--- src/rtl/spi_mem_bridge.sv ---
// spi_mem_bridge: 8x8 register memory with host port, SPI master streamer and SPI slave writer (option: SPI_MASTER_RX_EN)
module spi_mem_bridge #(
  parameter int DATA_W = 8,
  parameter int ADDR_W = 3,
  parameter int DEPTH  = 8
) (
  input  logic              clk,
  input  logic              rst,
  input  logic              enable,
  input  logic              strans,
  input  logic              read_write_,
  input  logic [DATA_W-1:0] data,
  input  logic [ADDR_W-1:0] madd,
  output logic [DATA_W-1:0] out,
  input  logic              miso,
  output logic              mosi,
  output logic              mclk,
  output logic              cs,
  input  logic              Mosi,
  input  logic              Mclk,
  input  logic              Cs,
  output logic              Miso
);
  localparam int BW = $clog2(DATA_W);
  localparam int CW = ADDR_W + BW;
  typedef enum logic [1:0] {IDLE, SHIFT, DONE} state_t;
  state_t state, state_d;
  logic [DATA_W-1:0] mem [DEPTH];
  logic [CW-1:0] cnt, cnt_d, cnt_n;
  logic cs_d, mosi_d;
  logic [BW-1:0] sbit;
  logic [ADDR_W-1:0] saddr;
  logic [DATA_W-1:0] srx, sbyte;
  logic host_m, master_m, slave_act, slave_fire;
  assign host_m = enable & ~strans;
  assign master_m = ~enable & strans;
  assign slave_act = enable & strans & ~Cs;
  assign slave_fire = slave_act & Mclk & (&sbit);
  assign sbyte = {srx[DATA_W-2:0], Mosi};
  assign cnt_n = cnt + CW'(1);
  assign mclk = ~cs & ~clk;
  assign Miso = slave_act & mem[saddr][~sbit];
`ifdef SPI_MASTER_RX_EN
  logic miso_s, master_fire;
  logic [DATA_W-1:0] mrx;
  assign master_fire = master_m && state == SHIFT && (&cnt[BW-1:0]);
  // sample miso mid-bit, at the rising edge of mclk
  always_ff @(negedge clk or posedge rst)
    if (rst) miso_s <= 1'b0;
    else miso_s <= miso;
  // collect the byte returned while the current byte is shifted out
  always_ff @(posedge clk or posedge rst)
    if (rst) mrx <= '0;
    else if (master_m && state == SHIFT) mrx <= {mrx[DATA_W-2:0], miso_s};
`else
  logic unused_miso;
  assign unused_miso = miso;
`endif
  // master next state: first bit leaves on the IDLE->SHIFT edge so cs is low for exactly 64 bits
  always_comb begin
    state_d = state;
    cnt_d = cnt;
    cs_d = cs;
    mosi_d = mosi;
    if (!master_m) begin
      state_d = IDLE;
      cnt_d = '0;
      cs_d = 1'b1;
      mosi_d = 1'b0;
    end else if (state == IDLE) begin
      state_d = SHIFT;
      cnt_d = '0;
      cs_d = 1'b0;
      mosi_d = mem[0][DATA_W-1];
    end else if (state == SHIFT) begin
      state_d = (&cnt) ? DONE : SHIFT;
      cnt_d = cnt_n;
      cs_d = &cnt;
      mosi_d = ~(&cnt) & mem[cnt_n[CW-1:BW]][~cnt_n[BW-1:0]];
    end
  end
  // master state and registered serial outputs
  always_ff @(posedge clk or posedge rst)
    if (rst) begin
      state <= IDLE;
      cnt <= '0;
      cs <= 1'b1;
      mosi <= 1'b0;
    end else begin
      state <= state_d;
      cnt <= cnt_d;
      cs <= cs_d;
      mosi <= mosi_d;
    end
  // host read port, value held outside host reads
  always_ff @(posedge clk or posedge rst)
    if (rst) out <= '0;
    else if (host_m && read_write_) out <= mem[madd];
  // slave receiver: partial bytes are dropped whenever the slave is deselected
  always_ff @(posedge clk or posedge rst)
    if (rst) begin
      sbit <= '0;
      srx <= '0;
      saddr <= '0;
    end else if (!slave_act) begin
      sbit <= '0;
      srx <= '0;
    end else if (Mclk) begin
      srx <= sbyte;
      sbit <= sbit + BW'(1);
      if (&sbit) saddr <= saddr + ADDR_W'(1);
    end
  // memory writes; modes are exclusive so at most one path fires per cycle
  always_ff @(posedge clk) begin
    if (host_m && !read_write_) mem[madd] <= data;
    if (slave_fire) mem[saddr] <= sbyte;
`ifdef SPI_MASTER_RX_EN
    if (master_fire) mem[cnt[CW-1:BW]] <= {mrx[DATA_W-2:0], miso_s};
`endif
  end
endmodule

--- config.mk ---
export PLATFORM = sky130hd
export DESIGN_NAME = spi_mem_bridge
export DESIGN_NICKNAME = d
export VERILOG_FILES = /design/src/rtl/spi_mem_bridge.sv
export SDC_FILE = /design/constraint.sdc
export NUM_CORES = 1
export LEC_CHECK = 0
export BUFFER_PORTS_ARGS = -buffer_cell sky130_fd_sc_hd__buf_2
export CORE_MARGIN = 2
export CORE_UTILIZATION = 39
export DETAILED_ROUTE_END_ITERATION = 7
export PLACE_DENSITY = 0.63
export SLEW_MARGIN = 20
export SYNTH_ARGS = -nofsm -noshare
export SYNTH_HDL_FRONTEND = slang
export SYNTH_SLANG_ARGS = --single-unit
--- constraint.sdc ---
create_clock -name clk -period 3.4 [get_ports clk]
set_clock_uncertainty 0.15 [all_clocks]
set_input_delay 0.17 -clock clk [delete_from_list [all_inputs] [get_ports clk]]
set_output_delay 0.17 -clock clk [all_outputs]
set_load 0.03 [all_outputs]
* Word level (Yosys, flattened, before mapping) *
Memories as Yosys holds them, arrays and structs flattened. A register that Yosys moved wholly into a read port is not among the register bits.
Index checks and enable logic that the tools add are counted.

word-level totals
  output and inout port bits = 12
  memory bits (writable) = 64
  memories kept = 1
  bits in registers = 23

operators by class
  bitwise logic cells = 17
  muxes and demuxes = 28
  reduce and logical (&&, ||, !) cells = 8
  order comparisons = 2
  eq/ne operators = 3
  add/sub/neg operators = 3

memories
  name  depth  width  read ports  clocked after Yosys merged registers in  write ports  line  source
  mem   8      8      4           1                                        1            28    logic [DATA_W-1:0] mem [DEPTH];

operators with widths
  kind                   number
  $mux W6                3
  $mux W7                2
  $mux W1                13
  $and A1 B1 Y1          9
  $mux W3                3
  $lt A3 B4 Y1 const B   2
  $mux W2                4
  $mux W8                1
  $reduce_or A8 Y1       1
  $add A3 B1 Y3 const B  2
  $add A6 B1 Y6 const B  1
  $bmux W1 S3            2
  $not A1 Y1             6
  $not A3 Y3             2
  $reduce_and A6 Y1      1
  $reduce_and A5 Y1      1
  $ne A3 B1 Y1 const B   1
  $reduce_and A3 Y1      1
  $eq A2 B1 Y1 const B   1
  $logic_and A1 B1 Y1    2
  $logic_not A2 Y1       1
  $ne A2 B2 Y1 const B   1
  $logic_not A1 Y1       1

* Depth between registers and ports, before layout *
Gate-level depths: netlist of the first run.

  word-level depth = 8
  mapped depth = 10
  depth with buffers taken out = 8

==> flow_summary.ini, run 1 <==
[placement]
hpwl_um = 9993
gp_congestion = 0.8552
placed_cell_area_sq_um = 5727
io_buffer_count = 30

[floorplanning]
die_w_um = 120.9
die-height_um = 120.9
dieArea_sq_um = 14610
rows = 42
start_util_pct = 40.06
io_pins = 32
fp.coreArea_sq_um = 13300

[timing]
setup_violations = 0
max_freq_mhz = 301.1
setup_tns_ps = 0
post-route-period-util_pct = 97.67
slew-limit-headroom_pct = 55.98
hold_viol_final = 0
rsz0062_at_grt = no
fin_crit_ps = 3321
worstMarginPinSlew_ps = 657.2
slew_viol_final = 0

[yosys]
synth.ff_latch_count = 95
netlist_area_sq_um = 5326
synth_cells = 396
yosysSeqAreaShare_pct = 50.67
synth_edf_count = 64
synthArstFlopShare_pct = 32.63
ys_warn_count = 0
yosysTopAreaCellShare_pct = 36.08
yosys_most_used_dff = edfxtp_1
synth.area.top_cells = edfxtp_1 36%, mux4_2 15%, dfrtp_1 14%
yosysTopAreaCell = edfxtp_1
syn-num-nets = 420
synth.avg_cell_area_sq_um = 13.45
yosysUniqueCellTypes = 55

[critical_path]
r2r_slack_ps = 340
path_class = flop to output port
setup.worst_path.end_class = output port
rr_endpoint = mosi$_DFFE_PP0P_
start_kind = flop
crit_path_start = saddr[0]$_DFFE_PP0P_
endpoint = Miso
required_ps = 3080
reg2regPathDepth = 8
critPathMaxFanout = 10
worst_ep_arrival_time_ps = 3000
regToRegStartpoint = cnt[0]$_DFFE_PP0P_

[flow_run]
cap_violations = 0

[final_layout]
final_nets = 470
nFillCells = 1149
synthToLayoutAreaGrowth_pct = 17.62
drive_gt1_share_pct = 27.94
design_area_sq_um = 6265
diodes = 0

[grt]
grt_pass1_wl_um = 21780
gr-total-overflow = 0
grt_usage_pct = 20.84
antenna_found_initial = 0
grt_max_degree = 21
grt_pass1_vias = 3827

[clock_tree]
cts_tree = done
clkTransAtPathRegs_ps = 70
clock_latency_ps = 470

[hold_path]
hp-class = input port to flop
hold_depth = 2

[power_and_ir_drop]
p_per_area_nw_per_um2 = 442.2
cellLeakagePower_nw = 2.345
ir_drop_uv = 276.9

[route]
totalWireLength_um = 14160
wl_per_cell_um = 22.58
ant_nets = 0
drtIter0Drc = 532
first_pass_iters = 8
num_vias = 3711
drc_errors = 0
vias_per_cell = 5.919

[run_status]
outcome = completed
[registers in the layout (all words and copies together), names as in the netlist]
name	count
cs	1
mem	64
state	2
mosi	1
sbit	3
cnt	6
out	8
saddr	3
srx	7
[through the flow]
step	std cells	util, %	power [mW]	worst slack, ps	hold slack (ps)
final	627	47.12	2.770	79.06	11.99
after global routing	627	47.12	2.856	16.34	19.22
after floorplan	396	-	1.455	616.3	122.8
after global placement	595	43.07	1.526	467.5	91.84
after detailed placement	595	43.07	1.532	417.0	109.7
after CTS	626	46.95	2.794	27.97	0.4313
[synth_stat cells, types with 2 or more instances]
cell,number
a311oi_1,2
o21a_1,2
nor2_1,35
mux2_2,11
or2_2,3
mux4_2,36
xor2_1,2
a22oi_1,3
and3_1,4
ha_1,4
inv_1,3
or3_1,4
a21oi_1,12
o31ai_1,2
clkbuf_1,9
buf_2,7
o21ai_0,15
dfrtp_1,30
a211oi_1,8
buf_4,2
mux2i_1,35
mux4_1,4
nand2b_1,4
a221oi_1,4
nand2_1,32
a2111oi_0,5
nand3_1,6
and2_1,5
nor3b_1,3
a32oi_1,2
buf_1,6
o211a_1,3
a21o_1,2
nor2b_1,2
xnor2_1,4
nor3_1,3
edfxtp_1,64
[worst min-delay path by stage]
stage | startpoint | to | slack (ps)
6_report | data[2] | mem[7][2]$_DFFE_PP_ | 10
4_1_cts | data[2] | mem[7][2]$_DFFE_PP_ | 0.4
5_1_grt | data[2] | mem[7][2]$_DFFE_PP_ | 20
3_5_place_dp | rst | state[0]$_DFFE_PP0P_ | 110
2_1_floorplan | rst | cnt[0]$_DFFE_PP0P_ | 120
3_3_place_gp | rst | out[0]$_DFFE_PP0P_ | 90
[worst max-delay path, stage by stage (launching register included)]
cell and delay (ps):
dfrtp_2 420, buf_12 170, mux4_1 570, mux4_2 500, mux4_2 510, and2_1 180, buf_2 170
[layout make-up]
| class | instances | area (sq um) | area share, % |
|---|---|---|---|
| Sequential cell | 95 | 2700 | 43.10 |
| Tap cell | 176 | 220.2 | 3.515 |
| Clock buffer | 17 | 371.6 | 5.932 |
| Inverter | 4 | 15.01 | 0.2397 |
| Clock inverter | 3 | 28.78 | 0.4594 |
| Multi-Input combinational cell | 271 | 2471 | 39.44 |
| Timing Repair Buffer | 61 | 457.9 | 7.310 |
[what timing repair did]
action | 4_1_cts | 5_1_grt
setup endpoints to repair | 0 | 1
hold buffers | 12 | 0
buffers inserted | 0 | 0
gates resized for setup | 0 | 2
hold endpoints to repair | 54 | 0
[cells by family (layout without fill, tap and decap cells)]
logic type	Yosys count	count (layout)	share of synthesized area, %
compound gates	67	67	8.739
xor+xnor	7	7	1.292
fa+ha+maj	4	4	0.9397
buf+inv	30	85	2.866
flops	95	95	50.67
mux	86	86	26.10
simple gates	107	107	9.396
[layer usage]
| metal | routed length, um | vias to the layer above | part of all wire, % | global-route usage [%] |
|---|---|---|---|---|
| met2 | 6606 | 170 | 47 | 31.64 |
| met4 | 554 | 0 | 3.9 | 11.05 |
| met1 | 5797 | 1851 | 41 | 26.86 |
| met3 | 1197 | 37 | 8.5 | 6.297 |
| li1 | - | 1653 | - | - |
| met5 | 0 | - | 0 | 0 |
[cell usage in the layout, fill, tap and decap left out, types with 8 or more instances in the layout]
master,synthesis,layout
a211oi_1,8,8
clkbuf_16,0,14
nor2_1,35,35
o21ai_0,15,15
buf_4,2,17
edfxtp_1,64,64
mux2i_1,35,35
dlygate4sd3_1,0,12
mux2_2,11,11
a21oi_1,12,12
dfrtp_1,30,29
nand2_1,32,32
mux4_2,36,37
buf_2,7,30
[power breakdown]
group	switching, mW	internal (mW)	total [mW]	leakage (nW)
logic	0.134	0.0895	0.223	1.15
clock network	0.500	0.765	1.26	0.204
registers	0.0188	1.26	1.28	0.990
Power figures use the tool's default switching activity.
==> run 2, diff against run 1 <==
--- a/config.mk
+++ b/config.mk
@@ -5,6 +5,7 @@
 export SDC_FILE = /design/constraint.sdc
 export NUM_CORES = 1
 export LEC_CHECK = 0
+export ABC_AREA = 1
 export BUFFER_PORTS_ARGS = -buffer_cell sky130_fd_sc_hd__buf_2
 export CORE_MARGIN = 2
 export CORE_UTILIZATION = 39
==> constraint.sdc (replaced) <==
create_clock -name clk -period 3.4 [get_ports clk]
set_clock_uncertainty 0.15 [all_clocks]
set_input_delay 0.17 -clock clk [delete_from_list [all_inputs] [get_ports clk]]
set_output_delay 0.17 -clock clk [all_outputs]
set_load 0.02 [all_outputs]
==> run 2 against run 1 <==
Effect of this change: hold slack got worse by 1.6 ps; sequential power about the same; first-iteration DRC count increased by 21%; synthesized cell count increased by 51%; largest power group unchanged; wire length increased by 7.8%; highest routed layer unchanged; non-clock buffer count decreased by 4; largest cell class unchanged; clock-buffer cell count decreased by 2.
==> flow_summary.ini, run 2 <==
[placement]
placed_cell_area_sq_um = 5594
hpwl_um = 10770
io_buffer_count = 30
gp_congestion = 0.9058
pre_cts_ws_ps = 701.0

[critical_path]
worst_ep_arrival_time_ps = 2800
required_ps = 3080
r2r_slack_ps = 720
critPathMaxFanout = 18
start_kind = flop
setup.worst_path.end_class = output port
path_class = flop to output port
reg2regPathDepth = 7
endpoint = Miso
crit_path_start = saddr[1]$_DFFE_PP0P_
rr_endpoint = mem[2][5]$_DFFE_PP_
regToRegStartpoint = sbit[1]$_DFFE_PP0P_

[final_layout]
regMostFlops = mem
design_area_sq_um = 6046
synthToLayoutAreaGrowth_pct = 15.76
drive_gt1_share_pct = 12.56
largestRegisters = mem: 64 flops, out: 8 flops, srx: 7 flops
final_nets = 664
diodes = 0
final_cell_mix = 103 x nand3_1, 83 x nand2_1, 80 x o21ai_0
final_common_cell = nand3_1
largest_register_ffs = 64

[power_and_ir_drop]
clkPwrFrac_pct = 45.0
swShare_pct = 23.19
p_sw_mw = 0.6239
internal-power_mw = 2.067
p_per_area_nw_per_um2 = 445.1
ir_drop_uv = 214.2
pwr-share-comb_pct = 7.3
cellLeakagePower_nw = 2.415
seq_power_share_pct = 47.8

[grt]
antenna_found_initial = 0
grt_pass1_vias = 4420
gr-total-overflow = 0
grt_usage_pct = 22.36
grt_max_degree = 35
grt_pass1_wl_um = 24410

[route]
first_pass_iters = 5
drc_errors = 0
totalWireLength_um = 15260
num_vias = 4758
wl_per_cell_um = 18.59
ant_nets = 0
vias_per_cell = 5.795
drtIter0Drc = 645

[timing]
worstMarginPinSlew_ps = 822.0
post-route-period-util_pct = 91.73
setup_slack_ps = 281.3
slew-limit-headroom_pct = 44.62
max_freq_mhz = 320.6
rsz0062_at_grt = no
slew_viol_final = 0
setup_tns_ps = 0
setup_violations = 0
hold_viol_final = 0
fin_crit_ps = 3119

[yosys]
ys_warn_count = 0
yosysUniqueCellTypes = 34
synth.area.top_cells = edfxtp_1 37%, dfrtp_1 14%, nand3_1 9.9%
syn-num-nets = 623
synth_common_cells = 103 x nand3_1, 83 x nand2_1, 80 x o21ai_0
synthArstFlopShare_pct = 32.63
yosys_most_used_dff = edfxtp_1
yosysMostFrequentCell = nand3_1
synth_cells = 599
netlist_area_sq_um = 5223
yosysTopAreaCell = edfxtp_1
yosysSeqAreaShare_pct = 51.68
synth.avg_cell_area_sq_um = 8.719
yosysTopAreaCellShare_pct = 36.80
synth_edf_count = 64
synth.ff_latch_count = 95

[hold_path]
hp-class = input port to flop

[clock_tree]
clkTransAtPathRegs_ps = 70
cts_tree = done
clock_latency_ps = 470
post_cts_resized = 0

[run_status]
outcome = completed

[floorplanning]
die_w_um = 119.7
io_pins = 32
fp.coreArea_sq_um = 13140
die-height_um = 119.7
start_util_pct = 39.75
rows = 42
dieArea_sq_um = 14330

[flow_run]
cap_violations = 0
-- run 2: cell count changes in the layout (fill, tap and decap cells not counted), sizes merged, moves of 19 or more --
cell / previous run / this run
mux2i: 35 / 7
inv: 7 / 45
o221ai: 0 / 19
mux4: 40 / 0
nor2: 36 / 79
nand2: 32 / 88
o21ai: 15 / 83
nand3: 6 / 104
-- run 2: cell type report --
cell class	count	area [sq um]
clock inverter	5	63.81
multi-input combinational	428	2201
tap	176	220.2
timing repair buffer	57	375.4
inverter	45	173.9
fill	1266	7092
clock buffer	15	312.8
sequential	95	2699
-- run 2: worst min-delay path by stage --
stage                 start             endpoint  slack, ps  cells after the start
detailed placement      rst   out[2]$_DFFE_PP0P_        130                      3
global placement        rst   out[4]$_DFFE_PP0P_        130                      3
global route        madd[2]   out[1]$_DFFE_PP0P_         30                      3
floorplan               clk                 mclk         90                      1
finish              data[1]  mem[6][1]$_DFFE_PP_         10                      4
CTS                 madd[2]   out[1]$_DFFE_PP0P_          2                      3
-- run 2: timing repair --
item                                    CTS  global route
hold buffers                              8             0
endpoints found under the setup margin    0             0
endpoints found under the hold margin    47             0
buffers inserted                          0             0
-- run 2: kinds of logic (layout without fill, tap and decap cells) --
logic type | count (synthesis) | in the layout | synth area share (%)
buffers and inverters | 76 | 122 | 6.181
muxes | 7 | 7 | 1.342
DFF | 95 | 95 | 51.68
xor gates and xnor gates | 3 | 3 | 0.5032
and+or+nand+nor | 274 | 274 | 23.07
adders and majority gates | 4 | 4 | 0.9584
AOI/OAI and AO/OA | 140 | 140 | 16.27
-- run 2: power by group through the flow --
stage	clock (mW)	sequential (mW)	combinational, mW
5_1_grt	1.28	1.29	0.218
3_3_place_gp	0.00884	1.31	0.183
2_1_floorplan	0.00607	1.33	0.0940
4_1_cts	1.24	1.28	0.195
6_report	1.21	1.29	0.196
3_5_place_dp	0.00884	1.31	0.188
-- run 2: metrics by stage --
step	std cells	utilization (%)	hold WS (ps)	power (mW)
2_1_floorplan	599	-	94.94	1.428
3_3_place_gp	794	42.58	129.5	1.500
3_5_place_dp	794	42.58	133.8	1.506
4_1_cts	821	46.02	1.743	2.716
5_1_grt	821	46.02	34.29	2.790
6_report	821	46.02	10.40	2.691
-- run 2: layer usage --
layer / GRT usage (%) / vias up / wire length, um
met5: 0 / - / 0
met4: 6.618 / 0 / 240
met3: 6.084 / 21 / 1655
met2: 33.54 / 262 / 6903
met1: 31.73 / 2266 / 6461
li1: - / 2209 / -
-- run 2: worst max-delay path: stages, from the launching register on --
cell and delay [ps]:
dfrtp_1 600, inv_1 550, o21ai_0 180, o221ai_1 260, nand3_1 140, nand3_1 120
nand3_1 80, a21oi_1 200, buf_2 200
